$ cat src/rtl/fib_pkg.sv
// Shared Fibonacci-coding definitions: default widths, the fib() constant function,
// the largest value representable in a FIB_W-bit Zeckendorf word, and converter states.
package fib_pkg;

    localparam int FIB_W_DEF = 32;
    localparam int BIN_W_DEF = 22;

    // F(1) = F(2) = 1; F(n) for n <= 0 is treated as 0.
    function automatic int unsigned fib(input int n);
        int unsigned a;
        int unsigned b;
        int unsigned t;
        a = 1;
        b = 1;
        if (n <= 0) begin
            return 0;
        end
        for (int i = 3; i <= n; i++) begin
            t = a + b;
            a = b;
            b = t;
        end
        return b;
    endfunction

    // Code bits FIB_W-1..1 carry weights F(FIB_W)..F(2); all odd bits set gives F(FIB_W+1)-1.
    localparam int unsigned FIB_MAX = fib(FIB_W_DEF + 1) - 1;

    typedef enum logic [1:0] {
        IDLE = 2'd0,
        CONV = 2'd1,
        OVF  = 2'd2
    } state_t;

endpackage

$ cat src/rtl/fib_weight_down.sv
// Descending Fibonacci weight pair: load sets wa=F(FIB_W), wb=F(FIB_W-1); each step
// moves one position down the sequence using only a subtractor.
module fib_weight_down
    import fib_pkg::*;
#(
    parameter int FIB_W = FIB_W_DEF,
    parameter int BIN_W = BIN_W_DEF
) (
    input  logic             clk,
    input  logic             rst,
    input  logic             load,
    input  logic             step,
    output logic [BIN_W-1:0] wa,
    output logic [BIN_W-1:0] wb
);

    localparam logic [BIN_W-1:0] WA_INIT = BIN_W'(fib(FIB_W));
    localparam logic [BIN_W-1:0] WB_INIT = BIN_W'(fib(FIB_W - 1));

    // wa >= wb holds at every position down to F(2)/F(1), so wa-wb never wraps.
    always_ff @(posedge clk or negedge rst) begin
        if (!rst) begin
            wa <= '0;
            wb <= '0;
        end else if (load) begin
            wa <= WA_INIT;
            wb <= WB_INIT;
        end else if (step) begin
            wa <= wb;
            wb <= wa - wb;
        end
    end

endmodule

$ cat src/rtl/bin_to_fib.sv
// Binary to Zeckendorf converter: greedy MSB-first search producing one code bit per clock.
// Bit k (k>=1) of fib_out has weight F(k+1); bit 0 is always 0.
module bin_to_fib
    import fib_pkg::*;
#(
    parameter int FIB_W = FIB_W_DEF,
    parameter int BIN_W = BIN_W_DEF
) (
    input  logic             clk,
    input  logic             rst,
    input  logic             en_conv,
    input  logic [BIN_W-1:0] bin_in,
    output logic [FIB_W-1:0] fib_out,
    output logic             conv_done,
    output logic             busy,
    output logic             ovf
);

    localparam int              KW      = $clog2(FIB_W);
    localparam logic [KW-1:0]   K_TOP   = KW'(FIB_W - 1);
    localparam logic [KW-1:0]   K_LAST  = KW'(1);
    localparam logic [BIN_W-1:0] MAX_BIN = BIN_W'(fib(FIB_W + 1) - 1);
    localparam logic [FIB_W-1:0] BIT0_CLR = ~FIB_W'(1);

    state_t           state;
    logic [BIN_W-1:0] rem;
    logic [FIB_W-1:0] acc;
    logic [KW-1:0]    k;
    logic [BIN_W-1:0] wa;
    logic [BIN_W-1:0] wb;

    logic             take;
    logic             in_range;
    logic             load;
    logic             step;
    logic [BIN_W-1:0] rem_next;
    logic [FIB_W-1:0] acc_next;

    fib_weight_down #(
        .FIB_W(FIB_W),
        .BIN_W(BIN_W)
    ) u_weights (
        .clk (clk),
        .rst (rst),
        .load(load),
        .step(step),
        .wa  (wa),
        .wb  (wb)
    );

    // Greedy order guarantees rem < F(k) after a take, so bit k-1 can never also set.
    always_comb begin
        take     = (rem >= wa);
        rem_next = take ? (rem - wa) : rem;
        acc_next = acc;
        if (take) begin
            acc_next[k] = 1'b1;
        end
        in_range = (bin_in <= MAX_BIN);
        load     = (state == IDLE) && en_conv && in_range;
        step     = (state == CONV);
    end

    always_ff @(posedge clk or negedge rst) begin
        if (!rst) begin
            state     <= IDLE;
            rem       <= '0;
            acc       <= '0;
            k         <= '0;
            fib_out   <= '0;
            conv_done <= 1'b0;
            busy      <= 1'b0;
            ovf       <= 1'b0;
        end else begin
            conv_done <= 1'b0;
            case (state)
                IDLE: begin
                    if (en_conv) begin
                        busy <= 1'b1;
                        if (in_range) begin
                            rem   <= bin_in;
                            acc   <= '0;
                            k     <= K_TOP;
                            state <= CONV;
                        end else begin
                            state <= OVF;
                        end
                    end
                end
                CONV: begin
                    rem <= rem_next;
                    acc <= acc_next;
                    k   <= k - 1'b1;
                    if (k == K_LAST) begin
                        fib_out   <= acc_next & BIT0_CLR;
                        conv_done <= 1'b1;
                        busy      <= 1'b0;
                        ovf       <= 1'b0;
                        state     <= IDLE;
                        assert (rem_next == '0);
                    end
                end
                OVF: begin
                    fib_out   <= '0;
                    ovf       <= 1'b1;
                    conv_done <= 1'b1;
                    busy      <= 1'b0;
                    state     <= IDLE;
                end
                default: state <= IDLE;
            endcase
        end
    end

endmodule
$ cat config.mk
export PLATFORM = sky130hd
export DESIGN_NAME = bin_to_fib
export DESIGN_NICKNAME = d
export VERILOG_FILES = /design/src/rtl/fib_pkg.sv /design/src/rtl/fib_weight_down.sv /design/src/rtl/bin_to_fib.sv
export SDC_FILE = /design/constraint.sdc
export NUM_CORES = 1
export LEC_CHECK = 0
export BUFFER_PORTS_ARGS = -buffer_cell sky130_fd_sc_hd__buf_2
export CAP_MARGIN = 20
export CELL_PAD_IN_SITES_DETAIL_PLACEMENT = 0
export CELL_PAD_IN_SITES_GLOBAL_PLACEMENT = 2
export CORE_ASPECT_RATIO = 1.4
export CORE_UTILIZATION = 39
export CTS_CLUSTER_DIAMETER = 150
export DETAILED_ROUTE_END_ITERATION = 12
export PLACE_DENSITY_LB_ADDON = 0.1
export SYNTH_ARGS = -nofsm -noshare
export SYNTH_HDL_FRONTEND = slang
export SYNTH_SLANG_ARGS = --single-unit
$ cat constraint.sdc
create_clock -name clk -period 3.6 [get_ports clk]
set_input_delay 0.18 -clock clk [delete_from_list [all_inputs] [get_ports clk]]
set_output_delay 0.18 -clock clk [all_outputs]
set_load 0.02 [all_outputs]
==> flow_metrics.py, run 1 <==
metrics = {
    "layout": {
        "drive_above_1_share_pct": 17.7,
        "nets": 986,
        "diodes": 0,
        "area_growth_pct": 14.7,
    },
    "sta": {
        "rsz0062_at_grt": "no",
        "period_minus_slack_ps": 3220,
        "finalSetupViolations": 0,
        "relSlewSlack_pct": 33.8,
        "fin_worst_skew_ps": 10.5,
        "fin_crit_sh_pct": 89.5,
        "setup_tns_ps": 0,
        "hold_ws_ps": 52.0,
        "hold_viol_final": 0,
        "fmax_mhz": 310,
        "worstMarginPinSlew_ps": 993,
        "slew_viol_final": 0,
    },
    "logic_synthesis": {
        "synth-seq-cells": 138,
        "netlist_instances": 852,
        "synth_area_per_cell_um2": 9.53,
        "synth_cell_types": 75,
        "synthArstFlopShare_pct": 100,
        "yosys.area.top_type": "dfrtp_1",
        "ys_top_cells_by_area": "dfrtp_1 43%, ha_1 7.9%, a21oi_1 3.9%, nor2_1 3.9%, mux2i_1 3.7%",
        "syn_area_um2": 8120,
        "yosys_warnings": 0,
        "ys_seq_area_share_pct": 42.5,
        "synth.net_count": 930,
        "ys.flop_type": "dfrtp_1",
        "synth-edff-count": 0,
        "yosysTopAreaCellShare_pct": 42.5,
    },
    "run": {
        "maxCapViolations": 0,
    },
    "setup_path": {
        "arrival_ps": 3530,
        "end_kind": "flop",
        "cp-start-kind": "flop",
        "slowest_stage": "o31a_2",
        "critPathMaxFanout": 16,
        "path_class": "reg -> reg",
        "crit_chain": "inv_1 -> ha_1 -> inv_1 -> fa_1 -> a21o_2 -> a31oi_2 -> o221ai_2 -> a211oi_2 -> o21ai_1 -> o31a_2 -> buf_4 -> nor2_2 -> a21oi_2",
        "max_stage_delay_ps": 490,
        "crit_path_frequent_cell": "inv_1",
        "required_ps": 3910,
    },
    "placement": {
        "numPortBuffers": 58,
        "gp_congestion": 0.799,
        "dp_hpwl_um": 14700,
    },
    "clocking": {
        "cts.htree.levels": 4,
        "cts_made_buffers": 17,
        "clk_latency_ps": 420,
        "cts.path.max_buffers": 2,
        "postCtsResizedCells": 0,
        "root_buffer": "clkbuf_16",
        "path_clk_slew_ps": 70,
        "postCtsSetupRepairBufs": 0,
        "cts_hold_buf": 1,
        "numClockSinks": 138,
        "cts_tree": "built",
    },
    "min_path": {
        "hp-class": "in -> reg",
    },
    "global_route": {
        "grt_usage_pct": 20.4,
        "grt_pass1_vias": 6639,
        "antenna_found_initial": 0,
        "grt_pass1_wl_um": 33700,
        "grt_max_degree": 102,
        "gr-total-overflow": 0,
    },
    "floorplanning": {
        "rows": 62,
        "chipHeight_um": 173,
        "ios": 60,
        "die_w_um": 124,
        "coreArea_um2": 20500,
        "die-area_um2": 21400,
        "start_util_pct": 39.6,
    },
    "power_and_ir_drop": {
        "sw_frac_of_total_pct": 45.1,
        "p_per_area_nw_per_um2": 1050,
        "p_int_uw": 5370,
        "leakage_uw": 0.00434,
        "netSwitchingPower_uw": 4410,
        "power_frac_clock_pct": 18.9,
        "pwr-share-seq_pct": 23.4,
        "p_comb_share_pct": 57.7,
        "max-vdd-ir-drop_mv": 0.419,
    },
    "route": {
        "drt_iter0_drc": 266,
        "wl_per_cell_um": 17.2,
        "finalWirelength_um": 20200,
        "vias": 6398,
        "antenna_left": 0,
        "drc": 0,
        "drtPass1Iterations": 4,
        "vias_per_cell": 5.44,
    },
    "outcome": {
        "status": "complete, no violations",
    },
}
## cell type report
cell class	count	area, um^2
clock buffer	18	429
multi-input combinational	617	4260
clock inverter	14	186
inverter	59	221
sequential	138	3450
timing repair buffer	75	439
fill	2041	11200
tap	256	320
## routing by layer
layer,vias to the layer above,share of wire (%),routed length (um),GRT usage (%)
met1,3108,40,8130,22.2
met2,97,54,10900,37.8
met4,0,3.8,773,9.38
li1,3168,-,-,-
met5,-,0,0,0
met3,25,2.0,410,2.94
## worst max-delay path: cells and delay by family, from the launching register on
| kind | cells | cell delay [ps] |
|---|---|---|
| AO/OA/AOI/OAI | 7 | 1650 |
| adder cells (fa/ha/maj) | 2 | 590 |
| buffers and inverters | 3 | 400 |
| flip-flops | 1 | 360 |
| AND/OR/NAND/NOR | 1 | 110 |
## power by group through the flow
stage	combinational [uW]	clock [uW]	sequential (uW)
3_5_place_dp	5670	0	2320
5_1_grt	6340	1960	2350
3_3_place_gp	5610	0	2310
4_1_cts	5700	1900	2300
2_1_floorplan	4530	0	2220
6_report	5640	1850	2290
## layout by cell type, fill, tap and decap left out, drive strengths merged, types with 4 or more instances in the layout
| cell | instances |
|---|---|
| dfrtp | 138 |
| and2 | 5 |
| o21ai | 35 |
| xnor2 | 17 |
| nand3b | 4 |
| nand2 | 60 |
| a21oi | 81 |
| o21a | 18 |
| a22o | 29 |
| o211ai | 25 |
| nand4 | 6 |
| inv | 65 |
| a21o | 17 |
| clkinvlp | 4 |
| nor2b | 5 |
| nor2 | 103 |
| buf | 74 |
| ha | 51 |
| nor3 | 14 |
| nand3 | 15 |
| a211oi | 6 |
| xor2 | 10 |
| a31oi | 20 |
| clkbuf | 18 |
| and3 | 9 |
| mux2i | 30 |
## cell usage after synthesis, types with 5 or more instances
cell	number
o21a_1	17
a21o_1	15
inv_1	59
nand4_1	6
and3_1	9
ha_1	51
mux2i_1	30
a22o_1	29
nor2b_1	5
nand2_1	60
nand3_1	15
a21oi_1	64
and2_1	5
nor2_2	18
a211oi_1	5
xnor2_1	17
clkbuf_1	27
nor2_1	84
xor2_1	10
nor3_1	14
a21oi_2	17
a31oi_1	17
o21ai_1	11
dfrtp_1	138
o211ai_1	24
o21ai_0	24
## path summary, 6_finish.rpt
check	slack (ps)	depth (start not counted)	endpoint	from
worst max-delay path	380	13	rem[15]	rem[0]
worst min-delay path	50	3	rem[0]	bin_in[0]
worst max register to register	380	13	rem[15]	rem[0]
worst min register to register	490	1	fib_out[14]	fib_out[14]
max in group asynchronous	2230	3	rem[2]	rst
min in group asynchronous	440	2	acc[5]	rst
## kinds of logic (layout without fill, tap and decap cells)
| logic type | count (synthesis) | in the layout | share of synthesized area [%] |
|---|---|---|---|
| other cells | 1 | 1 | 0.0462 |
| fa+ha+maj | 53 | 53 | 8.35 |
| mux | 32 | 32 | 4.02 |
| xor+xnor | 27 | 27 | 2.91 |
| flops | 138 | 138 | 42.5 |
| compound gates | 264 | 264 | 22.8 |
| simple gates | 240 | 240 | 14.1 |
| buf+inv | 97 | 166 | 5.27 |
## metrics by stage
| stage | power [uW] | utilization, % | instances | cell area, um^2 | setup slack (ps) |
|---|---|---|---|---|---|
| after floorplan | 6760 | - | 852 | 8120 | 848 |
| after global placement | 7920 | 42.4 | 1144 | 8690 | 470 |
| after detailed placement | 7990 | 42.4 | 1144 | 8690 | 355 |
| after CTS | 9900 | 45.5 | 1177 | 9310 | 344 |
| after global routing | 10700 | 45.5 | 1177 | 9310 | 174 |
| final | 9780 | 45.5 | 1177 | 9310 | 376 |
## sequential cells by signal (all words and copies together), names as in the netlist
signal and count:
acc 31, busy 1, conv_done 1, fib_out 31
k 5, ovf 1, rem 22, state 2
u_weights.wa 22, u_weights.wb 22
Note: power is estimated with default switching activity, not from simulation.
==> run 2: changes to the inputs <==
--- a/config.mk
+++ b/config.mk
@@ -5,12 +5,13 @@
 export SDC_FILE = /design/constraint.sdc
 export NUM_CORES = 1
 export LEC_CHECK = 0
+export ABC_AREA = 1
 export BUFFER_PORTS_ARGS = -buffer_cell sky130_fd_sc_hd__buf_2
 export CAP_MARGIN = 20
 export CELL_PAD_IN_SITES_DETAIL_PLACEMENT = 0
 export CELL_PAD_IN_SITES_GLOBAL_PLACEMENT = 2
 export CORE_ASPECT_RATIO = 1.4
-export CORE_UTILIZATION = 39
+export CORE_UTILIZATION = 34
 export CTS_CLUSTER_DIAMETER = 150
 export DETAILED_ROUTE_END_ITERATION = 12
 export PLACE_DENSITY_LB_ADDON = 0.1
==> run 2 against run 1 <==
  * Routed wire length increased by 48%
  * Worst setup slack improved by 440 ps
  * Sequential power increased by 2%
  * Die area increased by 35%
==> flow_metrics.py, run 2 <==
metrics = {
    "outcome": {
        "status": "complete, no violations",
    },
    "logic_synthesis": {
        "synthArstFlopShare_pct": 100,
        "yosys_warnings": 0,
        "netlist_instances": 1472,
        "synth_cell_types": 39,
        "yosys.area.top_type": "dfrtp_1",
        "yosys-top-cells-count": "563 x nand2_1, 215 x inv_1, 146 x nor2_1, 138 x dfrtp_1, 117 x nand3_1",
        "ys_seq_area_share_pct": 35.9,
        "synth-edff-count": 0,
        "ys_top_cells_by_area": "dfrtp_1 36%, nand2_1 22%, inv_1 8.4%, ha_1 6.6%, nand3_1 6.1%",
        "ys.flop_type": "dfrtp_1",
        "synth_area_per_cell_um2": 6.53,
        "synth-seq-cells": 138,
        "synth.net_count": 1550,
        "yosysMostFrequentCell": "nand2_1",
        "yosysTopAreaCellShare_pct": 35.9,
        "syn_area_um2": 9610,
    },
    "floorplanning": {
        "die_w_um": 144,
        "ios": 60,
        "chipHeight_um": 201,
        "die-area_um2": 28900,
        "rows": 72,
        "start_util_pct": 34.6,
        "coreArea_um2": 27700,
    },
    "route": {
        "wl_per_cell_um": 15.7,
        "drt_iter0_drc": 422,
        "antenna_left": 0,
        "vias_per_cell": 4.66,
        "finalWirelength_um": 30000,
        "drc": 0,
        "vias": 8878,
        "drtPass1Iterations": 7,
    },
    "power_and_ir_drop": {
        "max-vdd-ir-drop_mv": 0.429,
        "leakage_uw": 0.00611,
        "p_per_area_nw_per_um2": 1070,
    },
    "layout": {
        "nets": 1600,
        "final_cell_mix": "563 x nand2_1, 215 x inv_1, 145 x nor2_1, 138 x dfrtp_1, 117 x nand3_1",
        "drive_above_1_share_pct": 7.89,
        "reg_top3": "acc (31), fib_out (31)",
        "layout_commonest_cell": "nand2_1",
        "diodes": 0,
        "area_growth_pct": 13.2,
    },
    "sta": {
        "period_minus_slack_ps": 2790,
        "rsz0062_at_grt": "no",
        "hold_viol_final": 0,
        "fin_crit_sh_pct": 77.5,
        "slew_viol_final": 0,
        "hold_ws_ps": 57.7,
        "setup_tns_ps": 0,
        "fmax_mhz": 359,
        "worstMarginPinSlew_ps": 855,
        "relSlewSlack_pct": 42.8,
        "finalSetupViolations": 0,
        "fin_worst_skew_ps": 7.35,
    },
    "min_path": {
        "hp-class": "in -> reg",
        "whs_path_depth": 5,
    },
    "global_route": {
        "busiest_layer": "met2",
        "grt_pass1_vias": 9118,
        "grt_util_met2_pct": 40.9,
        "antenna_found_initial": 0,
        "grt_use_met3_pct": 2.72,
        "grt_max_degree": 63,
        "gr-total-overflow": 0,
        "grtUsageMet1_pct": 25.4,
        "grt_pass1_wl_um": 48900,
        "grt_usage_pct": 22.3,
    },
    "placement": {
        "gp_congestion": 0.864,
        "numPortBuffers": 58,
        "dp_hpwl_um": 22300,
    },
    "setup_path": {
        "required_ps": 3940,
        "end_kind": "flop",
        "cp-start-kind": "flop",
        "r2r_cells": 14,
        "path_class": "reg -> reg",
        "arrival_ps": 3120,
        "critPathMaxFanout": 31,
    },
    "clocking": {
        "clk_latency_ps": 450,
        "cts_made_buffers": 17,
        "cts.htree.levels": 4,
        "cts_tree": "built",
        "postCtsSetupRepairBufs": 0,
        "path_clk_slew_ps": 70,
        "cts.path.max_buffers": 2,
        "numClockSinks": 138,
        "postCtsResizedCells": 0,
        "root_buffer": "clkbuf_16",
        "cts_hold_buf": 1,
    },
    "run": {
        "maxCapViolations": 0,
    },
}
[run 2: cell count changes after synthesis, sizes merged, moves of 25 or more]
cell	previous run	this run
inv	59	219
nor2	103	149
o211ai	25	0
mux2i	30	0
nand3	15	118
nand2	60	574
a22o	29	0
[run 2: through the flow]
| stage | power (uW) | utilization, % | worst slack, ps | cells | instance area [um^2] |
|---|---|---|---|---|---|
| floorplan | 7910 | - | 1570 | 1472 | 9610 |
| global placement | 9820 | 36.9 | 795 | 1872 | 10200 |
| detailed placement | 9830 | 36.9 | 786 | 1872 | 10200 |
| CTS | 11800 | 39.2 | 771 | 1904 | 10900 |
| global route | 13000 | 39.2 | 533 | 1904 | 10900 |
| finish | 11700 | 39.2 | 811 | 1904 | 10900 |
[run 2: worst max-delay path: stages, from the launching register on]
cell and delay (ps):
dfrtp_1 380, inv_1 60, ha_1 160, inv_1 70
fa_1 440, nand2_1 110, nand3_2 80, nand2_1 100
nand2_2 100, nand2_2 120, nand2_4 150, inv_2 540
nand2_1 160, nand3_1 130, nand2_1 60
[run 2: path summary, 6_finish.rpt]
check / from / endpoint / slack, ps
worst max-delay path: rem[0] / fib_out[12] / 810
worst min-delay path: bin_in[11] / rem[11] / 60
worst max register to register: rem[0] / fib_out[12] / 810
worst min register to register: fib_out[16] / fib_out[16] / 480
max in group asynchronous: rst / u_weights.wa[15] / 2390
min in group asynchronous: rst / rem[5] / 280
[run 2: cell type report]
cell class,instances,area [um^2]
clock inverter,10,165
multi-input combinational,1077,5110
sequential,138,3450
clock buffer,21,460
timing repair buffer,69,394
fill,3127,16900
tap,370,463
inverter,219,822
[run 2: power breakdown]
| part | internal (uW) | switching, uW |
|---|---|---|
| combinational | 2320 | 5050 |
| sequential | 2040 | 299 |
| clock | 1200 | 749 |
[run 2: kinds of logic (layout without fill, tap and decap cells)]
group	after synthesis	in the layout	share of synthesized area (%)
xor gates and xnor gates	17	17	1.55
DFF	138	138	35.9
other	1	1	0.0390
buffers and inverters	257	319	10.8
AOI/OAI and AO/OA	123	123	6.71
and+or+nand+nor	883	883	37.8
adders and majority gates	53	53	7.06
[run 2: per-layer routing]
layer | part of all wire, % | wire (um) | vias up
met5 | 0 | 0 | -
met4 | 3.3 | 975 | 0
met3 | 2.1 | 628 | 43
met2 | 53 | 15800 | 104
met1 | 42 | 12600 | 4084
li1 | - | - | 4647
==> run 3: changes to the inputs <==
==> constraint.sdc (replaced) <==
create_clock -name clk -period 2.8 [get_ports clk]
set_input_delay 0.14 -clock clk [delete_from_list [all_inputs] [get_ports clk]]
set_output_delay 0.14 -clock clk [all_outputs]
set_load 0.02 [all_outputs]
==> run 3 against run 2 <==
  * Critical path depth shrank 2
  * Cell count grew 0.47%
  * Register-to-register slack lost 590 ps
  * Clock skew grew 5.2 ps
  * Total power grew 27%
  * Routed wire length shrank 0.30%
  * Global-route usage shrank 0.33 points
  * Clock power grew 13%
  * Count of clock-buffer cells in the layout shrank 3
  * Combinational power grew 30%
  * Hold slack lost 24 ps
  * Utilization grew 0.063 points
  * Highest routed layer unchanged
==> flow_metrics.py, run 3 (same netlist as run 2, synthesis figures left out) <==
metrics = {
    "outcome": {
        "status": "complete, no violations",
    },
    "layout": {
        "layout_commonest_cell": "nand2_1",
        "reg_top3": "acc (31), fib_out (31)",
        "utilization_pct": 39.2,
        "area_growth_pct": 13.3,
        "nets": 1608,
        "diodes": 0,
        "drive_above_1_share_pct": 8.49,
        "final_area_um2": 10900,
        "final_cell_mix": "563 x nand2_1, 215 x inv_1, 145 x nor2_1, 138 x dfrtp_1, 117 x nand3_1",
    },
    "floorplanning": {
        "rows": 72,
        "coreArea_um2": 27700,
        "die-area_um2": 28900,
        "chipHeight_um": 201,
        "ios": 60,
        "die_w_um": 144,
        "start_util_pct": 34.6,
    },
    "route": {
        "vias": 8785,
        "drc": 0,
        "wl_per_cell_um": 15.6,
        "met3WireLength_um": 611,
        "finalWirelength_um": 29900,
        "vias_per_cell": 4.59,
        "routed.top_layer": "met4",
        "wl_met1_um": 12800,
        "route.met2.wl_um": 15600,
        "drt_iter0_drc": 431,
        "antenna_left": 0,
        "drtPass1Iterations": 5,
    },
    "setup_path": {
        "reg2reg_slack_ps": 220,
        "max_stage_delay_ps": 400,
        "crit_end": "rem[3]",
        "critPathMaxFanout": 11,
        "path_class": "reg -> reg",
        "required_ps": 3170,
        "r2r_end": "rem[3]",
        "timing.rr.start": "u_weights.wa[19]",
        "end_kind": "flop",
        "arrival_ps": 2950,
        "crit_path_frequent_cell": "nand2_1",
        "cp-start-kind": "flop",
        "crit_chain": "inv_1 -> ha_1 -> nand2_1 -> nor2_1 -> nand3_1 -> nor3_2 -> nor2_1 -> nand2_4 -> nor2_2 -> nor2_4 -> nand2_1 -> nand2_1",
        "slowest_stage": "nor2_4",
        "r2r_cells": 12,
        "crit_start": "u_weights.wa[19]",
    },
    "min_path": {
        "hp-start": "bin_in[11]",
        "hp-class": "in -> reg",
    },
    "placement": {
        "gp_congestion": 0.895,
        "numPortBuffers": 58,
        "place_area_um2": 10300,
        "dp_hpwl_um": 22300,
    },
    "sta": {
        "slew_viol_final": 0,
        "fin_worst_skew_ps": 12.5,
        "hold_viol_final": 0,
        "fmax_mhz": 387,
        "finalSetupViolations": 0,
        "fin_crit_sh_pct": 92.2,
        "worstMarginPinSlew_ps": 668,
        "hold_ws_ps": 33.6,
        "period_minus_slack_ps": 2580,
        "rsz0062_at_grt": "no",
        "relSlewSlack_pct": 55.4,
        "setup_tns_ps": 0,
    },
    "run": {
        "maxCapViolations": 0,
    },
    "clocking": {
        "cts.htree.levels": 4,
        "cts_made_buffers": 17,
        "root_buffer": "clkbuf_16",
        "clk_latency_ps": 430,
        "numClockSinks": 138,
        "cts.path.max_buffers": 2,
        "cts_tree": "built",
        "path_clk_slew_ps": 60,
    },
    "power_and_ir_drop": {
        "pwr-share-seq_pct": 20.4,
        "max-vdd-ir-drop_mv": 0.528,
        "p_int_uw": 6970,
        "p_per_area_nw_per_um2": 1360,
        "netSwitchingPower_uw": 7850,
        "p_comb_share_pct": 64.7,
        "finalPower_uw": 14800,
        "leakage_uw": 0.00612,
        "sw_frac_of_total_pct": 53.0,
        "power_frac_clock_pct": 14.9,
    },
    "global_route": {
        "antenna_found_initial": 0,
        "grt_max_degree": 61,
        "grt_pass1_vias": 8921,
        "grt_usage_pct": 22.0,
        "gr-total-overflow": 0,
        "grt_pass1_wl_um": 48300,
    },
}
==> run 3: cell types whose count changed in the layout (fill, tap and decap cells not counted), moves of 2 or more <==
cell	before	now
clkbuf_8	2	0
bufinv_16	4	1
clkinvlp_4	0	3
buf_12	1	3
buf_4	9	13
clkinv_2	2	5
==> run 3: layout make-up <==
cell class,count,area (um^2)
multi-input cells,1078,5120
fillers,3129,16900
repair buffers,76,475
inverters,219,822
well taps,370,463
flip-flops and latches,138,3450
clock buffers,18,429
clock inverters,14,121
==> run 3: power by group through the flow <==
stage,clock network [uW],logic [uW],registers [uW]
2_1_floorplan,0,7210,2960
3_3_place_gp,0,9600,3060
3_5_place_dp,0,9590,3070
4_1_cts,2270,9630,3040
5_1_grt,2330,11100,3100
6_report,2200,9590,3030
==> run 3: worst min-delay path by stage <==
| stage | to | slack (ps) | cells after the start |
|---|---|---|---|
| 2_1_floorplan | acc[10] | -160 | 0 |
| 3_3_place_gp | rem[3] | 130 | 1 |
| 3_5_place_dp | rem[4] | 130 | 1 |
| 4_1_cts | rem[11] | 20 | 5 |
| 5_1_grt | rem[11] | 60 | 5 |
| 6_report | rem[11] | 30 | 5 |
==> run 3: critical path: cells and delay by family (launching register included) <==
kind                     cells  cell delay, ps
adder cells (fa/ha/maj)      1             380
buffers and inverters        1              90
flip-flops                   1             370
AND/OR/NAND/NOR             10            1690
==> run 3: routing by layer <==
| metal | track usage (%) | up-vias |
|---|---|---|
| li1 | - | 4651 |
| met1 | 25.5 | 4000 |
| met2 | 40.6 | 103 |
| met3 | 2.58 | 31 |
| met4 | 8.02 | 0 |
| met5 | 0 | - |
==> run 3: what timing repair did <==
action,CTS,global route
hold buffers,1,0
buffers inserted,0,1
endpoints found under the setup margin,0,46
resized for setup,0,2
hold endpoints to repair,52,0
==> run 3: through the flow <==
step                      worst slack [ps]  std cells
after floorplan                        770       1472
after global placement                 102       1878
after detailed placement               122       1878
after CTS                              105       1911
after global routing                  22.6       1913
final                                  217       1913
